===== src/rtl/microwave_ctrl.sv =====
// Microwave control FSM: keypad digit loading, start/pause/resume/clear of the countdown timer, magnetron gating, done/beep.
// Latency: all outputs registered, one cycle after the sampled input. Backpressure: none, inputs are sampled every cycle.
// Optional beeper counter enabled by defining MICROWAVE_BEEP_EN; otherwise beep is tied low.
module microwave_ctrl #(
    parameter int MAX_DIGITS  = 3,
    parameter int BEEP_CYCLES = 8
) (
    input  logic       clk,
    input  logic       clrn,
    input  logic       key_valid,
    input  logic [3:0] key_digit,
    input  logic       start,
    input  logic       stop,
    input  logic       door_closed,
    input  logic       timer_zero,
    output logic [3:0] timer_data,
    output logic       timer_loadn,
    output logic       timer_clrn,
    output logic       timer_en,
    output logic       mag_on,
    output logic       done,
    output logic       beep,
    output logic [2:0] state
);

    typedef enum logic [2:0] {
        S_IDLE    = 3'd0,
        S_ENTRY   = 3'd1,
        S_COOKING = 3'd2,
        S_PAUSED  = 3'd3,
        S_DONE    = 3'd4
    } state_t;

    localparam int                CNT_W   = $clog2(MAX_DIGITS + 1);
    localparam logic [CNT_W-1:0]  MAX_CNT = CNT_W'(MAX_DIGITS);

    state_t             state_q, state_d;
    logic [CNT_W-1:0]   digit_cnt, cnt_d;
    logic [3:0]         data_d;
    logic               load, clr;
    logic               key_ok;

    assign key_ok = key_valid && (key_digit <= 4'd9) && (digit_cnt < MAX_CNT);

    always_comb begin
        state_d = state_q;
        cnt_d   = digit_cnt;
        data_d  = timer_data;
        load    = 1'b0;
        clr     = 1'b0;
        case (state_q)
            S_IDLE, S_ENTRY: begin
                if (stop) begin
                    clr     = 1'b1;
                    cnt_d   = '0;
                    state_d = S_IDLE;
                end else if (key_ok) begin
                    data_d  = key_digit;
                    load    = 1'b1;
                    cnt_d   = digit_cnt + 1'b1;
                    state_d = S_ENTRY;
                end else if (state_q == S_ENTRY && start && door_closed && !timer_zero) begin
                    // A digit load takes priority so timer_en never overlaps a load strobe.
                    state_d = S_COOKING;
                end
            end
            S_COOKING: begin
                if (timer_zero)
                    state_d = S_DONE;
                else if (!door_closed || stop)
                    state_d = S_PAUSED;
            end
            S_PAUSED: begin
                if (stop) begin
                    clr     = 1'b1;
                    cnt_d   = '0;
                    state_d = S_IDLE;
                end else if (start && door_closed) begin
                    state_d = S_COOKING;
                end
            end
            S_DONE: begin
                if (key_valid || start || stop || !door_closed) begin
                    clr     = 1'b1;
                    cnt_d   = '0;
                    state_d = S_IDLE;
                end
            end
            default: begin
                clr     = 1'b1;
                cnt_d   = '0;
                state_d = S_IDLE;
            end
        endcase
    end

    always_ff @(posedge clk) begin
        if (!clrn) begin
            state_q     <= S_IDLE;
            digit_cnt   <= '0;
            timer_data  <= 4'd0;
            timer_loadn <= 1'b1;
            timer_clrn  <= 1'b0;
            timer_en    <= 1'b0;
            mag_on      <= 1'b0;
            done        <= 1'b0;
        end else begin
            state_q     <= state_d;
            digit_cnt   <= cnt_d;
            timer_data  <= data_d;
            timer_loadn <= ~load;
            timer_clrn  <= ~clr;
            timer_en    <= (state_d == S_COOKING);
            mag_on      <= (state_d == S_COOKING);
            done        <= (state_d == S_DONE);
        end
    end

    assign state = state_q;

`ifdef MICROWAVE_BEEP_EN
    localparam logic [7:0] BEEP_LOAD = 8'(BEEP_CYCLES - 1);
    logic [7:0] beep_cnt;

    always_ff @(posedge clk) begin
        if (!clrn) begin
            beep     <= 1'b0;
            beep_cnt <= 8'd0;
        end else if (state_d == S_DONE && state_q != S_DONE) begin
            beep     <= 1'b1;
            beep_cnt <= BEEP_LOAD;
        end else if (state_d != S_DONE || beep_cnt == 8'd0) begin
            beep     <= 1'b0;
        end else begin
            beep_cnt <= beep_cnt - 8'd1;
        end
    end
`else
    // BEEP_CYCLES is at least 1, so this is constant 0.
    assign beep = (BEEP_CYCLES == 0);
`endif

endmodule


===== config.mk =====
export PLATFORM = sky130hd
export DESIGN_NAME = microwave_ctrl
export DESIGN_NICKNAME = d
export VERILOG_FILES = /design/src/rtl/microwave_ctrl.sv
export SDC_FILE = /design/constraint.sdc
export NUM_CORES = 1
export LEC_CHECK = 0
export ABC_AREA = 0
export CAP_MARGIN = 20
export CORE_MARGIN = 10
export CORE_UTILIZATION = 35
export DETAILED_ROUTE_END_ITERATION = 7
export PLACE_DENSITY = 0.62
export SYNTH_ARGS = -nofsm -noshare
export SYNTH_HDL_FRONTEND = slang
export SYNTH_SLANG_ARGS = --single-unit

===== constraint.sdc =====
create_clock -name clk -period 3.5 [get_ports clk]
set_input_delay 0.7 -clock clk [delete_from_list [all_inputs] [get_ports clk]]
set_output_delay 0.7 -clock clk [all_outputs]
set_load 0.01 [all_outputs]

Word level (Yosys, flattened, before mapping)
Index checks and enable logic that the tools add are counted.
Storage, ports and cells
  input port bits: 11
  memories: 0
  word-level logic and storage cells: 60
  RAM bits: 0
  ROM bits: 0
  latch bits: 0
  register bits: 13
Cells by class
  bitwise logic cells: 4
  multiplexer cells: 20
  add/sub/neg operators: 1
  reductions and logical operators: 17
  divide/modulo/power cells: 0
  shifts and indexed selects: 0
  $mul: 0
  equal/unequal tests: 9
  $lt $le $gt $ge: 2
Operator list (number)
  $mux 3: 8
  $pmux 3 s4: 1
  $eq 3x2->1 const B: 3
  $mux 2: 4
  $pmux 2 s4: 1
  $eq 3x3->1 const B: 2
  $logic_and 1x1->1: 6
  $mux 1: 5
  $le 4x4->1 const B: 1
  $logic_or 1x1->1: 4
  $ne 2x2->1 const B: 2
  $not 1->1: 4
  $reduce_and 4->1: 1
  $eq 3x1->1 const B: 1
  $logic_not 3->1: 1
  $ne 3x3->1 const B: 1
  $pmux 1 s3: 1
  $reduce_and 3->1: 1
  $reduce_or 3->1: 1
  $add 2x1->2 const B: 1
  $logic_not 1->1: 2
  $lt 2x2->1 const B: 1
  $reduce_or 2->1: 1

Logic depth before layout (Yosys ltp)
Gate-level depths: netlist of run 1.
  word-level depth: 9
  depth in mapped cells: 5

Worst setup path after synthesis of run 1
Ideal clock, no wire load.
  path kind: input port to flip-flop
  from: input port stop
  to: register timer_data[0]
  stages on the path: 5
  data arrival time: 1.424 ns
  setup slack: 1.954 ns
  buffers on the path: 1
  setup time: 0.121 ns
  data required time: 3.379 ns
  cell sequence: buf_6 > nor3_4 > nand3_2 > mux2i_1 > nor2_1
On the way
  cells in the longest elaborated chain, start to end: 2
Ends and longest elaborated chain
  start, declared: RTL line 13  | input logic stop,
  $not 1->1 (no source line)
  $reduce_and 3->1 (no source line)
  end signal, assigned: RTL line 110  | timer_data <= data_d;
  end, declared: RTL line 16  | output logic [3:0] timer_data,
No other way between the ends.
A chain may end at the register's enable or synchronous reset.

Final worst setup path of run 1
  from: register state_q[1], in the netlist state[1]
  to: output port state[1]
RTL lines
  start, declared: RTL line 37  | state_t state_q, state_d;
  start signal, assigned: RTL line 108  | state_q <= state_d;
  end, declared: RTL line 23  | output logic [2:0] state
No word-level cell between the ends.

==> flow_summary.toml, run 1 <==
[clock_tree]
htreeDepth = 1
hold_buffers = 0
post-cts-setup-buffer-count = 0
cts_resized = 0
cts_buffer_depth = 2
cts_sinks = 13
cts_tree = "built"
clk-insertion-delay-late_ns = 0.27
path_clk_slew_ns = 0.07
numCtsBuffers = 3
cts_root_buf = "clkbuf_4"

[timing]
final.setup.tns_ns = 0
rsz0062_at_grt = "false"
setup_viol = 0
clock.fmax_mhz = 444
setup_ws_ns = 1.25
fin_crit_ns = 2.25
holdWs_ns = 0.489
slew_headroom_pct = 65.6
drv_slew = 0
min_period_over_period_pct = 64.4
hold_violations = 0
clock_skew_ns = 0.00232
worstMarginPinSlew_ns = 0.516

[drt]
detail_route.wl_per_cell_um = 13.2
drc = 0
finalWirelength_um = 1560
vias_per_cell = 4.95
dr_total_vias = 584
drt_pass1_iterations = 4
drt_iter0_drc = 7
ant_nets = 0

[synth]
synth_seq_cells = 13
synth_seq_area_share_pct = 36.2
synth_area_per_cell_um2 = 10.1
synth-warning-count = 0
synthDistinctLibCells = 29
synthesis.area_um2 = 719
syn-num-nets = 83
syn_inst = 71

[layout]
antenna_cells = 0
final_common_cell = "clkdlybuf4s50_1"
drive_gt1_share_pct = 15.4
syn_to_final_growth_pct = 30.6
layout_common_cells = "22 x clkdlybuf4s50_1, 13 x dfxtp_1, 8 x nor2_1, 6 x nand2_1, 5 x mux2i_1"
nNetsFinal = 104
fillers = 196
fin_area_um2 = 940

[global_routing]
grt_usage_pct = 7.74
grt_pass1_wl_um = 2650
use_met2_pct = 12.9
use_met1_pct = 8.06
antenna_found_initial = 0
grt_use_met3_pct = 4.92
grt_pass1_vias = 547
grt_max_degree = 11
grt_overflow = 0
busiest_layer = "met2"

[placement]
place_area_um2 = 913
dp_slack_ns = 1.17
port_buffers = 22
dp_hpwl_um = 1260
place_congestion = 0.759

[run_status]
status = "complete, no violations"

[power]
vdd_drop_max_mv = 0.313
p_leak_nw = 0.348
finalPower_mw = 0.292
power_density_nw_per_um2 = 311

[die]
die_y_um = 65.3
core-area_um2 = 1960
fp-row-count = 16
boundaryPins = 24
start_util_pct = 36.7
fp.dieW_um = 65.3
dieArea_um2 = 4270

[critical_path]
path_delay_family = "flip-flops"
startpoint = "state[1]"
endpoint_kind = "output port"
setup.worst_path.start_class = "flop"
critPathKind = "flop to output port"
crit_chain = "clkdlybuf4s50_1"
crit_arrival_ns = 1.55
cp.buffers_inverters = 1
required_ns = 2.80
slowest_stage = "dfxtp_1"
rr_worst_depth = 5
crit_fanout = 10
r2r_start = "digit_cnt[0]"
timing.rr.end = "digit_cnt[1]"
reg2reg_slack_ns = 2.01
cpPeakStageDelay_ns = 0.65

[hold_path]
min_from = "digit_cnt[1]"
min_to = "digit_cnt[1]"
hold_class = "flop to flop"
worstHoldPathCells = 2

[run]
cap_viol_max_count = 0
## where the power goes
part	leakage (nW)	total, mW	internal [mW]	switching [mW]
Combinational	0.227	0.0482	0.0258	0.0223
Clock	0.0150	0.0881	0.0441	0.0439
Sequential	0.106	0.156	0.152	0.00378
Total	0.348	0.292	0.222	0.0701
## kinds of logic after synthesis
logic type	after synthesis	share of synthesized area (%)
multiplexers	5	6.96
buffers and inverters	8	9.39
other	1	0.521
flip-flops	13	36.2
adder cells (fa/ha/maj)	1	1.74
AO/OA/AOI/OAI	14	17.0
AND/OR/NAND/NOR	29	28.2
## layer usage
| layer | wire, um | vias to the layer above | part of all wire [%] |
|---|---|---|---|
| met5 | 0 | - | 0 |
| met4 | 0 | 0 | 0 |
| met3 | 145 | 0 | 9.3 |
| met2 | 784 | 13 | 50 |
| met1 | 625 | 278 | 40 |
| li1 | - | 293 | - |
## sequential cells by signal (all words and copies together) (netlist names)
signal	count
timer_data	4
state	3
digit_cnt	2
timer_clrn	1
timer_loadn	1
mag_on	1
done	1
## how the worst max path moves through the flow
stage,to,slack (ns),cells after the start
finish,state[1],1.25,1
detailed placement,digit_cnt[1],1.17,5
CTS,state[1],1.23,1
global placement,digit_cnt[1],1.21,5
floorplan,timer_data[0],1.95,5
global route,state[1],1.16,1
## synth_stat cells
cell type,n,area [um2]
nand2_1,6,22.5
nor4b_4,1,23.8
nand3_1,1,5.00
dfxtp_1,13,260
o41ai_2,1,16.3
mux2i_1,5,50.1
o311ai_2,1,16.3
nand4_1,1,6.26
conb_1,1,3.75
nor2_1,8,30.0
nor3_4,1,16.3
a21oi_1,3,15.0
o2bb2ai_1,1,8.76
nand4bb_2,1,16.3
buf_4,2,15.0
and2b_1,1,7.51
nor2b_1,2,12.5
a31oi_1,2,12.5
nand2b_1,1,6.26
nor3_1,3,15.0
o21ai_1,1,5.00
nor4_4,1,21.3
inv_1,2,7.51
nand3_2,2,20.0
o21ai_0,1,5.00
o22ai_1,1,6.26
a211oi_2,3,37.5
buf_6,4,45.0
ha_1,1,12.5
## metrics by stage
stage / util, % / std cells
floorplan: - / 71
global placement: 46.6 / 114
detailed placement: 46.6 / 114
CTS: 47.9 / 118
global route: 47.9 / 118
finish: 47.9 / 118
## final cells by class
class	instances	area (um2)	area share [%]
Multi-Input combinational cell	50	392	41.7
Tap cell	27	33.8	3.60
Clock buffer	4	26.3	2.80
Timing Repair Buffer	22	220	23.4
Inverter	2	7.51	0.799
Sequential cell	13	260	27.7
Note: power is estimated with default switching activity, not from simulation.
==> inputs of run 2 (changes only) <==
--- a/config.mk
+++ b/config.mk
@@ -10,7 +10,7 @@
 export CORE_MARGIN = 10
 export CORE_UTILIZATION = 35
 export DETAILED_ROUTE_END_ITERATION = 7
-export PLACE_DENSITY = 0.62
+export PLACE_DENSITY = 0.64
 export SYNTH_ARGS = -nofsm -noshare
 export SYNTH_HDL_FRONTEND = slang
 export SYNTH_SLANG_ARGS = --single-unit
==> constraint.sdc (replaced) <==
create_clock -name clk -period 1.9 [get_ports clk]
set_input_delay 0.38 -clock clk [delete_from_list [all_inputs] [get_ports clk]]
set_output_delay 0.38 -clock clk [all_outputs]
set_load 0.01 [all_outputs]
==> run 2 against run 1 <==
Hold slack got worse by 0.0075 ns. Critical path depth up 1. Core utilization up 1.2 points. Final cell count grew 2.5%. Via count is 2.9% higher. Sequential power grew 84%. Sequential cell count did not move. Non-clock buffer count up 3. Total power grew 86%. First-iteration DRC count up 71%. Routed wire length increased by 4.0%. Critical endpoint is now state[2].
==> flow_summary.toml, run 2 (synthesis results as in run 1) <==
[timing]
hold_violations = 0
setup_viol = 0
fin_crit_ns = 1.72
rsz0062_at_grt = "false"
clock_skew_ns = 0.000771
holdWs_ns = 0.482
clock.fmax_mhz = 582
drv_slew = 0
final.setup.tns_ns = 0
min_period_over_period_pct = 90.5

[die]
boundaryPins = 24
die_y_um = 65.3
fp.dieW_um = 65.3
fp-row-count = 16
dieArea_um2 = 4270
start_util_pct = 36.7
core-area_um2 = 1960

[placement]
port_buffers = 22
place_congestion = 0.830
dp_hpwl_um = 1330

[global_routing]
grt_pass1_wl_um = 2850
grt_usage_pct = 8.26
grt_pass1_vias = 629
grt_overflow = 0
grt_max_degree = 11
antenna_found_initial = 0

[critical_path]
setup.worst_path.start_class = "flop"
reg2reg_slack_ns = 0.45
slowest_stage = "clkdlybuf4s50_1"
endpoint_kind = "output port"
cpPeakStageDelay_ns = 0.57
crit_fanout = 10
rr_worst_depth = 5
path_delay_family = "buffers and inverters"
cp.buffers_inverters = 2
timing.rr.end = "digit_cnt[1]"
crit_arrival_ns = 1.34
critPathKind = "flop to output port"
cp-endpoint = "state[2]"
required_ns = 1.52
crit_chain = "buf_4, clkdlybuf4s50_1"
startpoint = "state[2]"
r2r_start = "digit_cnt[0]"
cp.depth = 2

[drt]
drt_iter0_drc = 12
vias_per_cell = 4.97
dr_total_vias = 601
drt_pass1_iterations = 4
ant_nets = 0
drc = 0
finalWirelength_um = 1620
detail_route.wl_per_cell_um = 13.4

[hold_path]
hold_class = "flop to flop"

[clock_tree]
cts_root_buf = "clkbuf_4"
cts_tree = "built"
hold_buffers = 0
htreeDepth = 1
path_clk_slew_ns = 0.07
numCtsBuffers = 3
cts_sinks = 13
cts_buffer_depth = 2
clk-insertion-delay-late_ns = 0.27

[layout]
final_common_cell = "clkdlybuf4s50_1"
drive_gt1_share_pct = 19.1
antenna_cells = 0
largest_register = "timer_data"
syn_to_final_growth_pct = 33.9
layout_common_cells = "22 x clkdlybuf4s50_1, 12 x dfxtp_1, 8 x nor2_1, 6 x nand2_1, 5 x mux2i_1"
final_core_util_pct = 49.1
nNetsFinal = 107
largest_register_ffs = 4

[run_status]
status = "complete, no violations"

[power]
p_leak_nw = 0.364
power_density_nw_per_um2 = 565
vdd_drop_max_mv = 0.575

[run]
cap_viol_max_count = 0
==> run 2: worst min path at each step <==
stage	endpoint	start	depth (start not counted)
2_1_floorplan	digit_cnt[1]	digit_cnt[1]	2
3_3_place_gp	digit_cnt[1]	digit_cnt[1]	2
3_5_place_dp	digit_cnt[1]	digit_cnt[1]	2
4_1_cts	digit_cnt[1]	digit_cnt[1]	2
5_1_grt	digit_cnt[1]	digit_cnt[1]	2
6_report	digit_cnt[1]	digit_cnt[1]	2
==> run 2: area by class of cell <==
type | instances | area [um2]
sequential | 13 | 262
inverter | 2 | 7.51
timing repair buffer | 25 | 243
clock buffer | 4 | 26.3
multi-input combinational | 50 | 392
tap | 27 | 33.8
fill | 203 | 998
==> run 2: power by group <==
part           switching [mW]  total [mW]  internal [mW]
clock                  0.0852       0.167         0.0813
sequential            0.00626       0.287          0.280
combinational          0.0423      0.0914         0.0490
==> run 2: repair_timing <==
item / 4_1_cts / 5_1_grt
gates resized for setup: 0 / 1
endpoints found under the setup margin: 0 / 1
buffers inserted: 0 / 0
==> run 2: layer usage <==
metal  vias to the layer above  wire length (um)  GRT usage (%)
li1                        297                 -              -
met1                       282               680           8.84
met2                        20               787           13.5
met3                         2               135           4.75
met4                         0                13           2.41
met5                         -                 0              0
==> run 2: tightest hold or removal path: stages (launching register included) <==
cell and delay (ns):
dfxtp_1 0.32, nand2_1 0.05, o22ai_1 0.07
==> run 2: stage by stage <==
| step | worst slack (ns) | std cells | power, mW | instance area (um2) |
|---|---|---|---|---|
| after floorplan | 0.587 | 71 | 0.344 | 719 |
| after global placement | 0.0647 | 117 | 0.384 | 936 |
| final | 0.181 | 121 | 0.545 | 963 |
| after detailed placement | 0.0464 | 117 | 0.385 | 936 |
| after global routing | 0.110 | 121 | 0.578 | 963 |
| after CTS | 0.0677 | 121 | 0.553 | 962 |
